### src/rtl/tft43_pkg.sv
// Shared constants for the TFT43 frame buffer and the scan-out reader FSM encoding.
package tft43_pkg;

  localparam int H_ACTIVE_DEF = 480;
  localparam int V_ACTIVE_DEF = 272;
  localparam int RGB_W        = 16;
  localparam int SDRAM_AW     = 24;
  localparam int BURST_LEN    = 4;

  typedef enum logic [2:0] {
    ST_IDLE,
    ST_CHECK,
    ST_REQ,
    ST_PUSH,
    ST_FETCHED
  } readerState_t;

  // Word address of a burst; wraps naturally at 24 bits.
  function automatic logic [SDRAM_AW-1:0] burstAddr(input logic [SDRAM_AW-1:0] base,
                                                    input logic [SDRAM_AW-1:0] idx);
    return base + (idx << 2);
  endfunction

endpackage

### src/rtl/pixel_fifo.sv
// Single-clock pixel FIFO with synchronous flush, registered occupancy count and full/empty flags.
module pixel_fifo #(
  parameter int DEPTH = 16,
  parameter int WIDTH = 16
) (
  input  logic                       clk,
  input  logic                       rst,
  input  logic                       flush,
  input  logic                       push,
  input  logic [WIDTH-1:0]           pushData,
  input  logic                       pop,
  output logic [WIDTH-1:0]           headData,
  output logic [$clog2(DEPTH):0]     count,
  output logic                       full,
  output logic                       empty
);

  localparam int AW = $clog2(DEPTH);
  localparam int CW = AW + 1;

  logic [WIDTH-1:0] mem [DEPTH];
  logic [AW-1:0]    wrPtr;
  logic [AW-1:0]    rdPtr;
  logic             doPush;
  logic             doPop;

  assign full     = (count == CW'(DEPTH));
  assign empty    = (count == '0);
  assign doPop    = pop && !empty && !flush;
  // A pop in the same cycle frees the slot, so a push into a full FIFO is still safe then.
  assign doPush   = push && !flush && (!full || doPop);
  assign headData = mem[rdPtr];

  always_ff @(posedge clk) begin
    if (doPush) begin
      mem[wrPtr] <= pushData;
    end
  end

  always_ff @(posedge clk or posedge rst) begin
    if (rst) begin
      wrPtr <= '0;
      rdPtr <= '0;
      count <= '0;
    end else if (flush) begin
      wrPtr <= '0;
      rdPtr <= '0;
      count <= '0;
    end else begin
      if (doPush) wrPtr <= wrPtr + 1'b1;
      if (doPop)  rdPtr <= rdPtr + 1'b1;
      count <= count + CW'(doPush) - CW'(doPop);
    end
  end

endmodule

### src/rtl/sdram_frame_reader.sv
// Frame-buffer scan-out: walks the frame in 4-word SDRAM bursts and feeds one RGB565
// pixel per timing-generator request from a small FIFO.
module sdram_frame_reader
  import tft43_pkg::*;
#(
  parameter int                  H_ACTIVE        = H_ACTIVE_DEF,
  parameter int                  V_ACTIVE        = V_ACTIVE_DEF,
  parameter logic [SDRAM_AW-1:0] FB_BASE         = 24'h000000,
  parameter int                  FIFO_DEPTH      = 16,
  parameter logic [RGB_W-1:0]    UNDERFLOW_COLOR = 16'h0000
) (
  input  logic                clk,
  input  logic                rst,
  input  logic                en,
  input  logic                iFrame_Start,
  input  logic                iPixel_Req,
  output logic [RGB_W-1:0]    oPixel_Data,
  output logic                oPixel_Valid,
  output logic                oUnderflow,
  output logic                oFrame_Done,
  output logic [SDRAM_AW-1:0] oSDRAM_Rd_Addr,
  output logic                oSDRAM_Rd_Req,
  input  logic                iSDRAM_Rd_Done,
  input  logic [RGB_W-1:0]    iSDRAM_Rd_Data1,
  input  logic [RGB_W-1:0]    iSDRAM_Rd_Data2,
  input  logic [RGB_W-1:0]    iSDRAM_Rd_Data3,
  input  logic [RGB_W-1:0]    iSDRAM_Rd_Data4
);

  localparam int TOTAL_PIX    = H_ACTIVE * V_ACTIVE;
  localparam int TOTAL_BURSTS = TOTAL_PIX / BURST_LEN;
  // +1 so the counters can hold the terminal count itself.
  localparam int PIX_W        = $clog2(TOTAL_PIX + 1);
  localparam int BIDX_W       = $clog2(TOTAL_BURSTS + 1);
  localparam int CNT_W        = $clog2(FIFO_DEPTH) + 1;
  localparam int PIDX_W       = $clog2(BURST_LEN);

  readerState_t        state;
  readerState_t        stateNext;
  logic [BIDX_W-1:0]   burstIdx;
  logic [PIDX_W-1:0]   pushIdx;
  logic                discard;
  logic [RGB_W-1:0]    burstWords [BURST_LEN];
  logic [RGB_W-1:0]    rdWords    [BURST_LEN];
  logic [SDRAM_AW-1:0] addrReg;
  logic [PIX_W-1:0]    pixelCnt;

  logic [RGB_W-1:0]    fifoHead;
  logic [CNT_W-1:0]    fifoCount;
  logic                fifoFull;
  logic                fifoEmpty;
  logic                fifoPush;
  logic                fifoPop;
  logic                freeOk;
  logic                burstAccepted;

  assign rdWords[0] = iSDRAM_Rd_Data1;
  assign rdWords[1] = iSDRAM_Rd_Data2;
  assign rdWords[2] = iSDRAM_Rd_Data3;
  assign rdWords[3] = iSDRAM_Rd_Data4;

  assign freeOk        = (fifoCount <= CNT_W'(FIFO_DEPTH - BURST_LEN));
  assign burstAccepted = (state == ST_REQ) && iSDRAM_Rd_Done;
  assign fifoPush      = (state == ST_PUSH) && !iFrame_Start && !fifoFull;
  assign fifoPop       = iPixel_Req && !iFrame_Start && !fifoEmpty;

  always_comb begin
    stateNext = state;
    case (state)
      ST_IDLE:    if (iFrame_Start) stateNext = ST_CHECK;
      ST_CHECK: begin
        if (iFrame_Start)                                 stateNext = ST_CHECK;
        else if (burstIdx == BIDX_W'(TOTAL_BURSTS))      stateNext = ST_FETCHED;
        else if (en && freeOk)                           stateNext = ST_REQ;
      end
      ST_REQ: begin
        if (iSDRAM_Rd_Done) stateNext = (discard || iFrame_Start) ? ST_CHECK : ST_PUSH;
      end
      ST_PUSH: begin
        if (iFrame_Start || pushIdx == PIDX_W'(BURST_LEN - 1)) stateNext = ST_CHECK;
      end
      ST_FETCHED: if (iFrame_Start) stateNext = ST_CHECK;
      default:    stateNext = ST_IDLE;
    endcase
  end

  assign oSDRAM_Rd_Req  = (state == ST_REQ);
  assign oSDRAM_Rd_Addr = addrReg;

  always_ff @(posedge clk or posedge rst) begin
    if (rst) begin
      state    <= ST_IDLE;
      burstIdx <= '0;
      pushIdx  <= '0;
      discard  <= 1'b0;
      addrReg  <= '0;
      for (int i = 0; i < BURST_LEN; i++) burstWords[i] <= '0;
    end else begin
      state <= stateNext;

      if (iFrame_Start)                 burstIdx <= '0;
      else if (burstAccepted && !discard) burstIdx <= burstIdx + 1'b1;

      pushIdx <= (state == ST_PUSH) ? pushIdx + 1'b1 : '0;

      // A restart during an open request must still complete the handshake, then drop the data.
      if (iFrame_Start && state == ST_REQ && !iSDRAM_Rd_Done) discard <= 1'b1;
      else if (state != ST_REQ || iSDRAM_Rd_Done)          discard <= 1'b0;

      if (state == ST_CHECK && stateNext == ST_REQ) begin
        addrReg <= burstAddr(FB_BASE, SDRAM_AW'(burstIdx));
      end

      if (burstAccepted) begin
        for (int i = 0; i < BURST_LEN; i++) burstWords[i] <= rdWords[i];
      end
    end
  end

  always_ff @(posedge clk or posedge rst) begin
    if (rst) begin
      oPixel_Data  <= '0;
      oPixel_Valid <= 1'b0;
      oUnderflow   <= 1'b0;
      oFrame_Done  <= 1'b0;
      pixelCnt     <= '0;
    end else begin
      oPixel_Valid <= iPixel_Req;
      oFrame_Done  <= iPixel_Req && !iFrame_Start && (pixelCnt == PIX_W'(TOTAL_PIX - 1));
      if (iPixel_Req) begin
        oPixel_Data <= (iFrame_Start || fifoEmpty) ? UNDERFLOW_COLOR : fifoHead;
      end

      if (iFrame_Start)                 oUnderflow <= 1'b0;
      else if (iPixel_Req && fifoEmpty) oUnderflow <= 1'b1;

      if (iFrame_Start) pixelCnt <= '0;
      else if (iPixel_Req && pixelCnt != PIX_W'(TOTAL_PIX)) pixelCnt <= pixelCnt + 1'b1;
    end
  end

  pixel_fifo #(
    .DEPTH (FIFO_DEPTH),
    .WIDTH (RGB_W)
  ) uFifo (
    .clk      (clk),
    .rst      (rst),
    .flush    (iFrame_Start),
    .push     (fifoPush),
    .pushData (burstWords[pushIdx]),
    .pop      (fifoPop),
    .headData (fifoHead),
    .count    (fifoCount),
    .full     (fifoFull),
    .empty    (fifoEmpty)
  );

endmodule

### config.mk
export PLATFORM = sky130hd
export DESIGN_NAME = sdram_frame_reader
export DESIGN_NICKNAME = d
export VERILOG_FILES = /design/src/rtl/tft43_pkg.sv /design/src/rtl/pixel_fifo.sv /design/src/rtl/sdram_frame_reader.sv
export SDC_FILE = /design/constraint.sdc
export NUM_CORES = 1
export LEC_CHECK = 0
export ABC_CLOCK_PERIOD_IN_PS = 12000
export CAP_MARGIN = 5
export CORE_ASPECT_RATIO = 0.5
export CORE_MARGIN = 2
export CORE_UTILIZATION = 42
export CTS_BUF_LIST = sky130_fd_sc_hd__clkbuf_8
export DETAILED_ROUTE_END_ITERATION = 8
export DONT_BUFFER_PORTS = 1
export HOLD_SLACK_MARGIN = 0.03
export SYNTH_ARGS = -nofsm -noshare
export SYNTH_HDL_FRONTEND = slang
export SYNTH_SLANG_ARGS = --single-unit
### constraint.sdc
create_clock -name clk -period 12 [get_ports clk]
set_clock_uncertainty 0.05 [all_clocks]
set_input_delay 1.2 -clock clk [delete_from_list [all_inputs] [get_ports clk]]
set_output_delay 1.2 -clock clk [all_outputs]
set_load 0.02 [all_outputs]
=== Word level (Yosys, flattened, before mapping) ===
Memory sizes are Yosys's and may differ from the RTL's.
Cells that the tools add are included.

* Equality and inequality tests: 11
* Muxes and demuxes: 28
* Reductions and logical operators: 36
* Bitwise logic cells: 1
* Add/subtract/negate cells: 7
* $lt $le $gt $ge: 2

{| class="wikitable"
|+ Operator list
! kind !! number
|-
| $mux 16 || 3
|-
| $mux 17 || 2
|-
| $bmux 16 s2 || 1
|-
| $mux 15 || 2
|-
| $mux 3 || 6
|-
| $add 17x1->17 const B || 1
|-
| $eq 17x17->1 const B || 1
|-
| $logic_and 1x1->1 || 17
|-
| $ne 17x17->1 const B || 1
|-
| $mux 4 || 4
|-
| $add 15x1->15 const B || 1
|-
| $eq 15x15->1 const B || 1
|-
| $pmux 3 s4 || 1
|-
| $reduce_bool 2->1 || 6
|-
| $eq 3x2->1 const B || 3
|-
| $add 4x1->4 const B || 2
|-
| $mux 1 || 6
|-
| $add 5x1->5 || 1
|-
| $eq 5x5->1 const B || 1
|-
| $le 5x4->1 const B || 1
|-
| $logic_not 1->1 || 5
|-
| $logic_not 5->1 || 1
|-
| $logic_or 1x1->1 || 5
|-
| $mux 5 || 1
|-
| other kinds (11) || 12
|}

* Logic and storage cells: 103
* Memories kept: 1
* Output and inout port bits: 44
* Register bits after elaboration: 149
* Bits in writable memories: 256

{| class="wikitable"
|+ Memory list
! name !! words !! bits a word !! rd ports !! clocked after Yosys merged registers in !! write ports !! RTL line !! RTL
|-
| uFifo.mem || 16 || 16 || 1 || 0 || 1 || pixel_fifo.sv:21 || <nowiki>logic [WIDTH-1:0] mem [DEPTH];</nowiki>
|}

=== Depth between registers and ports, before layout ===
* Depth in word-level cells: 10
* Mapped depth: 13
* Depth with buffers taken out: 12

=== By module ===
From an unflattened synthesis, not the netlist that was laid out.

* Cell total of the unflattened synthesis: 1,154
* Area, all modules: 16,878.7 um^2

{| class="wikitable"
|+ Modules (own cells, without submodules)
! module !! cells each !! area an instance (um^2) !! times used
|-
| pixel_fifo || 556 || 10,704.0 || 1
|-
| sdram_frame_reader || 598 || 6,174.7 || 1
|}

=== Worst setup path after synthesis ===
Ideal clock, no wire load.

* Path kind: input-to-reg
* Start point: in iFrame_Start
* End point: mem uFifo.mem[7][0], enable pin
* Cell stages on the path: 4
* Arrival: 3,208 ps
* Slack: 8,329 ps
* Cell sequence: a311oi_1 clkbuf_1 nand2_1 nor3b_1

* Word-level cells in the longest chain between the ends: 9
* Elaborated cells between the ends (all ways): 12
* Classes of those cells: 2 x mux; 10 x reduce/logical

{| class="wikitable"
|+ Ends and longest elaborated chain
! item !! RTL line !! RTL
|-
| start, declared || sdram_frame_reader.sv:15 || <nowiki>input logic iFrame_Start,</nowiki>
|-
| $logic_not 1->1 * || n/a ||
|-
| $logic_and 1x1->1 (2 in series) || sdram_frame_reader.sv:65 || <nowiki>assign fifoPop = iPixel_Req && !iFrame_Start && !fifoEmpty;</nowiki>
|-
| $logic_and 1x1->1 (2 in series) || pixel_fifo.sv:29 || <nowiki>assign doPop = pop && !empty && !flush;</nowiki>
|-
| $logic_or 1x1->1 || pixel_fifo.sv:31 || <nowiki>assign doPush = push && !flush && (!full || doPop);</nowiki>
|-
| $logic_and 1x1->1 * || pixel_fifo.sv:31 ||
|-
| $mux 1 * || pixel_fifo.sv:35 || <nowiki>if (doPush) begin</nowiki>
|-
| $mux 1 (implied by the code) * || pixel_fifo.sv:36 || <nowiki>mem[wrPtr] <= pushData;</nowiki>
|-
| end, declared || pixel_fifo.sv:21 ||
|}

Mark *: on every way between the ends. The rest lies on a longest branch, timed or not.

=== Worst setup path after layout ===
* Start point: reg state[0]
* End point: out oSDRAM_Rd_Req

* Word-level cells in the longest chain between the ends: 1

{| class="wikitable"
|+ Ends and longest elaborated chain
! item !! RTL line !! RTL
|-
| start, declared || sdram_frame_reader.sv:38 || <nowiki>readerState_t state;</nowiki>
|-
| start signal, assigned || sdram_frame_reader.sv:99 || <nowiki>state <= stateNext;</nowiki>
|-
| $eq 3x2->1 || sdram_frame_reader.sv:87 || <nowiki>assign oSDRAM_Rd_Req = (state == ST_REQ);</nowiki>
|-
| end, declared || sdram_frame_reader.sv:22 || <nowiki>output logic oSDRAM_Rd_Req,</nowiki>
|}

Every way passes these cells.

==> flow_summary.toml <==
[run_status]
outcome = "complete, no violations"

[critical_path]
critical-path-top-delay-family = "simple AND/OR/NAND/NOR gates"
crit_buf_inv = 1
critPathLaunchType = "register"
end_kind = "output port"
crit_chain = "or3b_1 > inv_1"
setup.worst_path.class = "reg2out"
largest_stage_delay_worst_path_ps = 530
critical_path.max_fanout = 9
slowest_stage = "or3b_1"
crit_arrival_ps = 1900
crit_required_ps = 10750

[logic_synthesis]
synth.top_cells.by_area = "edfxtp_1 46%, dfrtp_1 22%, mux4_2 6.4%"
syn-instance-count = 1039
ys_warn_count = 0
synth.largest_area_cell = "edfxtp_1"
synth.yosys.seq_area_share_pct = 68.0
post_syn_area_per_cell_sq_um = 16.2
postSynth.topFlopCell = "edfxtp_1"
synth_largest_type_area_fraction_pct = 45.8
mappedNetlistArea_sq_um = 16800
post_synth_num_cell_types = 57
synth_enable_flop_cells = 256
async_reset_ff_share_pct = 36.8
register_bit_count_reported_by_yosys = 405

[clock_network]
post_cts.repair.setup_buffers = 0
post_cts.resized_instances = 0
ctsRootBufferMaster = "clkbuf_8"
worst_setup_hold_path_clk_slew_ps = 60
cts_hold_buffers = 0
tritoncts.num_buffers = 57
htree_levels = 2
cts_tree = "done"
clock_path_buffers = 3
worst_skew_pair.late_latency_ps = 620
cts_num_sinks = 405

[sta]
setup_viol_count_final = 0
slew_headroom_pct = 14.8
timing.setup.tns_ps = 0
setup_slack_ps = 8850
max_slew_violation_count = 0
hold_viol = 0
worst_margin_slew_ps = 1270
timing.fmax_mhz = 317
grt_setup_unrepaired = "no"
finalCriticalPeriod_ps = 3150
final_min_period_over_clock_period_pct = 26.3

[flow_run]
cap_violations = 0

[route]
drc = 0
drt_first_pass_iters = 5
detail_route.wl_per_cell_microns = 22.6
number_of_vias_per_cell_after_detailed_routing = 5.51
drtAntennaViolNets = 0
postRouteWirelength_microns = 36800
drtIter0Drc = 702
vias = 9000

[power]
part_of_the_power_in_combinational_logic_pct = 22.8
cell_internal_pwr_mw = 2.82
power_density_nw_per_um2 = 219
switching_portion_of_total_power_pct = 30.7
total_leakage_power_nw = 6.67
irDropWorstVdd_uv = 92.8
netSwitchingPower_mw = 1.25
seq_power_share_pct = 49.4
power.clock.fraction_pct = 27.8

[placed_design]
placement.io_buffers = 0
dp_hpwl_microns = 23900
dp_slack_ps = 8590
place.gp.congestion = 0.825

[global_routing]
overflow = 0
grt_pass1_vias = 9246
globalRouteTotalUtil_pct = 17.8
largest_net_degree_at_the_start_of_global_routing = 88
grt_pass1_wl_microns = 56500
antenna_violations_before_repair = 4

[finish]
layout.filler_cells = 3350
nNetsFinal = 1144
final_common_cell = "edfxtp_1"
final_cell_mix = "256 x edfxtp_1, 147 x dfrtp_1, 84 x mux2_2"
fraction_of_final_layout_cells_with_drive_strength_greater_than_1_pct = 21.5
area_delta_synth_final_pct = 10.4
multi_input_area_sq_um = 5090
layout.area.seq_sq_um = 11400

[floorplan]
core_sq_um = 39200
die-width_microns = 287
fp-row-count = 51
fp.dieH_microns = 145
ios = 114
dieArea_sq_um = 41700
floorplan.initialDensity_pct = 42.9

[worst_hold_path]
min-delay-path-class = "reg2reg"
[worst register-to-register path, stage by stage, from the launching register on]
cell and delay, ps:
dfrtp_1 410, inv_1 100, ha_1 190, or4b_1 580
and3_1 250, ha_1 270, inv_1 40, ha_1 220
fa_1 410, a21oi_1 160, o21bai_1 90, xnor2_1 130
nor2_1 50
[cells in the mapped netlist, drive strengths merged (19+ instances only)]
cell and number:
buf 31, mux4 48, a22oi 48, nor2 35, clkbuf 31, nand2b 23
dfrtp 149, nand2 19, edfxtp 256, mux2i 66, inv 20, nand3 51
mux2 84
[final cells by class]
cell class,count,share of cell area [%]
Antenna cell,1,0.0135
Clock buffer,65,4.82
Clock inverter,40,1.71
Inverter,20,0.432
Multi-Input combinational cell,560,27.4
Sequential cell,405,61.6
Tap cell,530,3.58
Timing Repair Buffer,11,0.445
[routing by layer]
| metal | track usage [%] | wire (microns) | up-vias |
|---|---|---|---|
| li1 | - | - | 4021 |
| met1 | 25.0 | 16200 | 4666 |
| met2 | 28.2 | 17400 | 241 |
| met3 | 3.54 | 2270 | 68 |
| met4 | 5.55 | 913 | 4 |
| met5 | 0 | 27 | - |
[kinds of logic (layout without fill, tap and decap cells)]
| family | after synthesis | count (layout) | synth area share [%] |
|---|---|---|---|
| AND/OR/NAND/NOR | 224 | 224 | 7.73 |
| XOR/XNOR | 20 | 20 | 1.04 |
| flip-flops | 405 | 405 | 68.0 |
| multiplexers | 198 | 198 | 16.0 |
| adder cells (fa/ha/maj) | 19 | 19 | 1.46 |
| other | 1 | 10 | 0.0223 |
| buffers and inverters | 82 | 136 | 2.15 |
| AO/OA/AOI/OAI | 90 | 90 | 3.64 |
[power by group through the flow]
stage | clock (mW) | sequential (mW) | combinational [mW]
after global routing | 1.22 | 2.03 | 1.00
after CTS | 1.16 | 2.01 | 0.934
after floorplan | 0 | 1.97 | 0.658
after global placement | 0 | 2.03 | 0.907
final | 1.13 | 2.01 | 0.926
after detailed placement | 0 | 2.04 | 0.935
[sequential cells by signal (all words and copies together), names as in the netlist, 3 cells and up]
signal,count
uFifo.wrPtr,4
pixelCnt,17
uFifo.mem,256
uFifo.count,5
burstIdx,15
state,3
burstWords,64
oPixel_Data,16
uFifo.rdPtr,4
oSDRAM_Rd_Addr,15
[path summary, 6_finish.rpt]
kind / depth (start not counted) / slack, ps / end / start
setup / recovery: 2 / 8850 / oSDRAM_Rd_Req / state[0]$_DFF_PP0_
hold / removal: 1 / 450 / burstWords[16]$_DFFE_PP0P_ / burstWords[16]$_DFFE_PP0P_
setup reg to reg: 12 / 8950 / uFifo.count[4]$_DFF_PP0_ / uFifo.count[2]$_DFF_PP0_
hold reg to reg: 1 / 450 / burstWords[16]$_DFFE_PP0P_ / burstWords[16]$_DFFE_PP0P_
max in group asynchronous: 2 / 10000 / burstWords[40]$_DFFE_PP0P_ / rst
min in group asynchronous: 1 / 550 / oSDRAM_Rd_Addr[3]$_DFFE_PP0P_ / rst
[per-stage QoR]
step | cell area [sq um] | total power, mW | hold WS (ps) | std cells | util [%]
floorplan | 16800 | 2.62 | 425 | 1047 | -
global placement | 17300 | 2.94 | 435 | 1526 | 44.2
detailed placement | 17300 | 2.97 | 441 | 1526 | 44.2
CTS | 18500 | 4.10 | 456 | 1631 | 47.3
global route | 18500 | 4.25 | 470 | 1632 | 47.3
finish | 18500 | 4.06 | 452 | 1632 | 47.3
Note: power is estimated with default switching activity, not from simulation.
